==> config.mk <==
export PLATFORM = sky130hd
export DESIGN_NAME = cdb_arbiter
export DESIGN_NICKNAME = d
export VERILOG_FILES = /design/src/rtl/cdb_arbiter.sv
export SDC_FILE = /design/constraint.sdc
export NUM_CORES = 1
export LEC_CHECK = 0
export CAP_MARGIN = 10
export CORE_MARGIN = 3
export CORE_UTILIZATION = 44
export DETAILED_ROUTE_END_ITERATION = 7
export GPL_TIMING_DRIVEN = 0
export PLACE_DENSITY = 0.81
export SETUP_SLACK_MARGIN = 0.2
export SLEW_MARGIN = 15
export SYNTH_ARGS = -nofsm -noshare
export SYNTH_HDL_FRONTEND = slang
export SYNTH_SLANG_ARGS = --single-unit
==> constraint.sdc <==
create_clock -name clock -period 5.3 [get_ports clock]
set_input_delay 1.325 -clock clock [delete_from_list [all_inputs] [get_ports clock]]
set_output_delay 1.325 -clock clock [all_outputs]
set_load 0.03 [all_outputs]
==> src/rtl/cdb_arbiter.sv <==
// Common-data-bus stage: round-robin pick of one FU result per cycle, broadcast,
// and register-status (Qi) bookkeeping with a guarded FP register-file write.
module cdb_arbiter #(
  parameter int unsigned N_CH   = 4,
  parameter int unsigned DATA_W = 16,
  parameter int unsigned REG_AW = 3,
  parameter int unsigned TAG_W  = 3
) (
  input  logic                     clock,
  input  logic                     reset,
  input  logic [N_CH-1:0]          ch_valid,
  output logic [N_CH-1:0]          ch_ready,
  input  logic [N_CH*TAG_W-1:0]    ch_tag,
  input  logic [N_CH*REG_AW-1:0]   ch_dest,
  input  logic [N_CH*DATA_W-1:0]   ch_data,
  input  logic                     issue_en,
  input  logic [REG_AW-1:0]        issue_dest,
  input  logic [TAG_W-1:0]         issue_tag,
  input  logic [REG_AW-1:0]        qi_rd_addr,
  output logic [TAG_W-1:0]         qi_rd_tag,
  output logic                     cdb_valid,
  output logic [TAG_W-1:0]         cdb_tag,
  output logic [DATA_W-1:0]        cdb_data,
  output logic                     rf_we,
  output logic [REG_AW-1:0]        rf_addr,
  output logic [DATA_W-1:0]        rf_data,
  output logic [15:0]              cdb_count
);

  localparam int unsigned PTR_W = (N_CH > 1) ? $clog2(N_CH) : 1;
  localparam int unsigned N_REG = 2 ** REG_AW;

  logic [PTR_W-1:0]  ptr;
  logic [PTR_W-1:0]  grantIdx;
  logic [PTR_W-1:0]  candIdx;
  logic              grantAny;
  logic [TAG_W-1:0]  grantTag;
  logic [REG_AW-1:0] grantDest;
  logic [DATA_W-1:0] grantData;
  logic              producerMatch;
  logic [TAG_W-1:0]  qiTable [N_REG];

  // Round-robin search starting just after the last granted channel.
  always_comb begin : pick
    grantAny = 1'b0;
    grantIdx = ptr;
    candIdx  = ptr;
    ch_ready = '0;
    for (int unsigned k = 1; k <= N_CH; k++) begin
      candIdx = PTR_W'((32'(ptr) + k) % N_CH);
      if (!grantAny && ch_valid[candIdx]) begin
        grantAny = 1'b1;
        grantIdx = candIdx;
      end
    end
    if (reset) grantAny = 1'b0;
    if (grantAny) ch_ready[grantIdx] = 1'b1;
  end

  always_comb begin : select
    grantTag  = '0;
    grantDest = '0;
    grantData = '0;
    for (int unsigned i = 0; i < N_CH; i++) begin
      if (PTR_W'(i) == grantIdx) begin
        grantTag  = ch_tag[i*TAG_W +: TAG_W];
        grantDest = ch_dest[i*REG_AW +: REG_AW];
        grantData = ch_data[i*DATA_W +: DATA_W];
      end
    end
  end

  // Write back only if this tag is still the register's most recent producer.
  assign producerMatch = grantAny && (grantDest != '0) && (grantTag != '0) &&
                         (qiTable[grantDest] == grantTag);
  assign qi_rd_tag = qiTable[qi_rd_addr];

  always_ff @(posedge clock) begin
    if (reset) begin
      ptr       <= PTR_W'(N_CH - 1);
      cdb_valid <= 1'b0;
      cdb_tag   <= '0;
      cdb_data  <= '0;
      rf_we     <= 1'b0;
      rf_addr   <= '0;
      rf_data   <= '0;
      cdb_count <= '0;
      for (int unsigned r = 0; r < N_REG; r++) qiTable[r] <= '0;
    end else begin
      cdb_valid <= grantAny;
      cdb_tag   <= grantAny ? grantTag : '0;
      cdb_data  <= grantAny ? grantData : '0;
      rf_we     <= producerMatch;
      rf_addr   <= producerMatch ? grantDest : '0;
      rf_data   <= producerMatch ? grantData : '0;
      if (grantAny) begin
        ptr       <= grantIdx;
        cdb_count <= cdb_count + 16'd1;
      end
      if (producerMatch) qiTable[grantDest] <= '0;
      // Later assignment: a same-edge rename overrides the clear.
      if (issue_en && (issue_dest != '0)) qiTable[issue_dest] <= issue_tag;
    end
  end

  for (genvar i = 0; i < N_CH; i++) begin : gChk
    aHoldValid: assert property (@(posedge clock) disable iff (reset)
      (ch_valid[i] && !ch_ready[i]) |=> ch_valid[i]);
    aNonZeroTag: assert property (@(posedge clock) disable iff (reset)
      ch_valid[i] |-> (ch_tag[i*TAG_W +: TAG_W] != '0));
  end

endmodule

==> out/summary.txt <==
status: finished clean
post-synthesis sequential area ratio: 44.64%
final setup vio count: 0
first-pass GRT wire length: 21,360 um
port bufs: 165
final wirelength: 13,520 um
die area: 10,790 sq um
Syn-to-layout area delta: 48.65%
HP Class: flip-flop to flip-flop
Critical Path RT: 3.97 ns
DRC: 0
chip width: 103.9 um
CP endpoint kind: output pin
EDFF count, synth: 24
CTS Buf Count: 9
num ports: 167
CTS Sinks: 82
Fin. Hold Viols: 0
Core Footprint: 9284 sq um
clock skew: 0.01060 ns
largest net degree at the start of global routing: 16
Slew @ Worst Pin: 0.7453 ns
GP Congestion: 0.9417
ant diodes: 0
Longest Clk Path Bufs: 2
root buffer cell: clkbuf_8
Period Utilization, post-route: 94.39%
commonest non-fill, non-tap cell in the layout: clkdlybuf4s50_1
Yosys top cell area share: 27.55%
Post-synth ARST share: 0%
Mean Syn Cell Area: 8.709 sq um
placed instance area: 6036 sq um
Initial DRC Count: 220
IR drop worst, VDD: 0.1410 mV
Nets: 767
via count: 4,229
post-place setup slack: -0.5787 ns
Main synth FF type: dfxtp_1
Worst Path Class, Setup: input pin to output pin
global route overflow: 0
Pwr Density: 298.3 nW/um^2
Final Instance Area: 6266 sq um
Max Cap Viol: 0
ratio of cells with drive above 1 in the final layout: 9.145%
CTS tree: yes
DIE HEIGHT: 103.9 um
Clock Pin Slew Worst Setup and Hold Paths: 0.08 ns
drt wl/cell: 16.98 um
hpwl dp: 10,690 um
drt first pass iters: 5
antenna violations before repair: 0
Starting Density: 45.40%
Seq cells post-synth: 82
setup repair after global routing missed its margin: yes
final slew viol count: 0
dominant cells by area after synthesis: dfxtp_1, edfxtp_1, nand2_1, nor2_1, o21ai_0
Yosys warning count: 0
GRT Util Overall: 24.68%
DRT antenna net count: 0
hold buffer count at CTS: 0
Syn Inst Count: 484
CP max FO: 10
fmax: 199.9 MHz
Pleak: 0.002452 uW
final worst slack: 0.2971 ns
vias in the first global route: 4,191
leading cell types in the layout, fill and taps excluded: clkdlybuf4s50_1, nand2_1, dfxtp_1
FP Rows: 35
Rel. slew slack: 49.93%
H-tree levels: 3
minimum clock period: 5.003 ns
leading area contributor after synthesis: dfxtp_1
CP Data Arrival Time: 3.68 ns
Yosys cell types: 47
Post-Syn Area: 4215 sq um
crit path launch type: input pin
clk_lat worst skew: 0.36 ns
vias per inst: 5.313
==> Yosys cell counts (2+ instances only) <==
master / number
a221oi_2: 2
a32o_1: 2
a32oi_1: 4
and2_1: 22
and3_1: 7
buf_2: 5
buf_4: 2
buf_6: 2
clkbuf_1: 21
dfxtp_1: 58
edfxtp_1: 24
inv_1: 5
mux2_2: 5
mux2i_1: 12
mux4_2: 6
nand2_1: 120
nand2b_1: 2
nand3_1: 27
nand4_1: 3
nor2_1: 47
nor2_2: 3
nor2b_1: 3
nor3_1: 12
nor4_1: 3
nor4b_1: 8
nor4b_2: 9
o2111ai_1: 7
o21a_1: 2
o21ai_0: 29
or3_1: 2
xnor2_1: 3
xor2_1: 12
==> path summary, 6_finish.rpt <==
path	startpoint	to	slack, ns	depth (start not counted)
worst max-delay path	ch_valid[1]	ch_ready[0]	0.30	9
worst min-delay path	cdb_count[1]	cdb_count[1]	0.53	2
worst max register to register	ptr[0]	qiTable[7][2]	1.58	11
worst min register to register	cdb_count[1]	cdb_count[1]	0.53	2
==> worst max-delay path, cell delays in order <==
cell	delay (ns)
clkdlybuf4s50_1	0.46
nor2b_1	0.17
o21ba_2	0.24
a221oi_4	0.30
buf_4	0.24
buf_2	0.23
clkbuf_4	0.24
and3_1	0.16
clkdlybuf4s15_2	0.31
==> registers in the layout, indices dropped and copies added, names as in the netlist <==
signal and flops:
cdb_count 16, cdb_data 16, qiTable 24, rf_we 1, rf_data 16, cdb_tag 3
ptr 2, rf_addr 3, cdb_valid 1
==> final cells by class <==
class | count | area (sq um)
clock inverters | 5 | 33.78
plain buffers | 30 | 150.1
well taps | 129 | 161.4
fillers | 763 | 3018
repair buffers | 166 | 1653
clock buffers | 11 | 173.9
multi-input cells | 368 | 2193
flip-flops and latches | 82 | 1882
inverters | 5 | 18.77
==> where the power goes <==
group	internal [uW]	leakage (uW)	switching, uW
clock network	227	0.000105	230
registers	693	0.000723	22.1
logic	283	0.00162	414
total	1200	0.00245	666
==> repair_timing <==
action / 4_1_cts / 5_1_grt
endpoints found under the setup margin: 4 / 19
resized for setup: 12 / 13
setup buffers: 0 / 1
pin swaps: 0 / 1
==> logic make-up after synthesis <==
group                      after synthesis  synth area share [%]
adders and majority gates                1                0.2968
other                                    1               0.08896
xor gates and xnor gates                15                 3.117
and+or+nand+nor                        274                 32.12
buffers and inverters                   36                 3.888
AOI/OAI and AO/OA                       52                 8.459
DFF                                     82                 44.64
muxes                                   23                 7.391
==> per-stage QoR <==
stage	setup TNS [ns]	util [%]	cells	power, uW	hold WS, ns
floorplan	0	-	486	1137	0.6093
finish	0	67.49	796	1869	0.5332
global route	0	67.49	796	1952	0.5610
detailed placement	-1.862	65.01	780	1413	0.5154
CTS	0	67.37	795	1865	0.5301
global placement	-1.634	65.01	780	1400	0.4970
==> routing by layer <==
layer | global-route usage, % | vias up | routed length, um
met3 | 4.531 | 31 | 848
met5 | 0 | - | 0
met1 | 31.07 | 1998 | 5574
li1 | - | 2024 | -
met4 | 9.687 | 0 | 370
met2 | 41.97 | 176 | 6724
(Power assumes the default switching activity.)
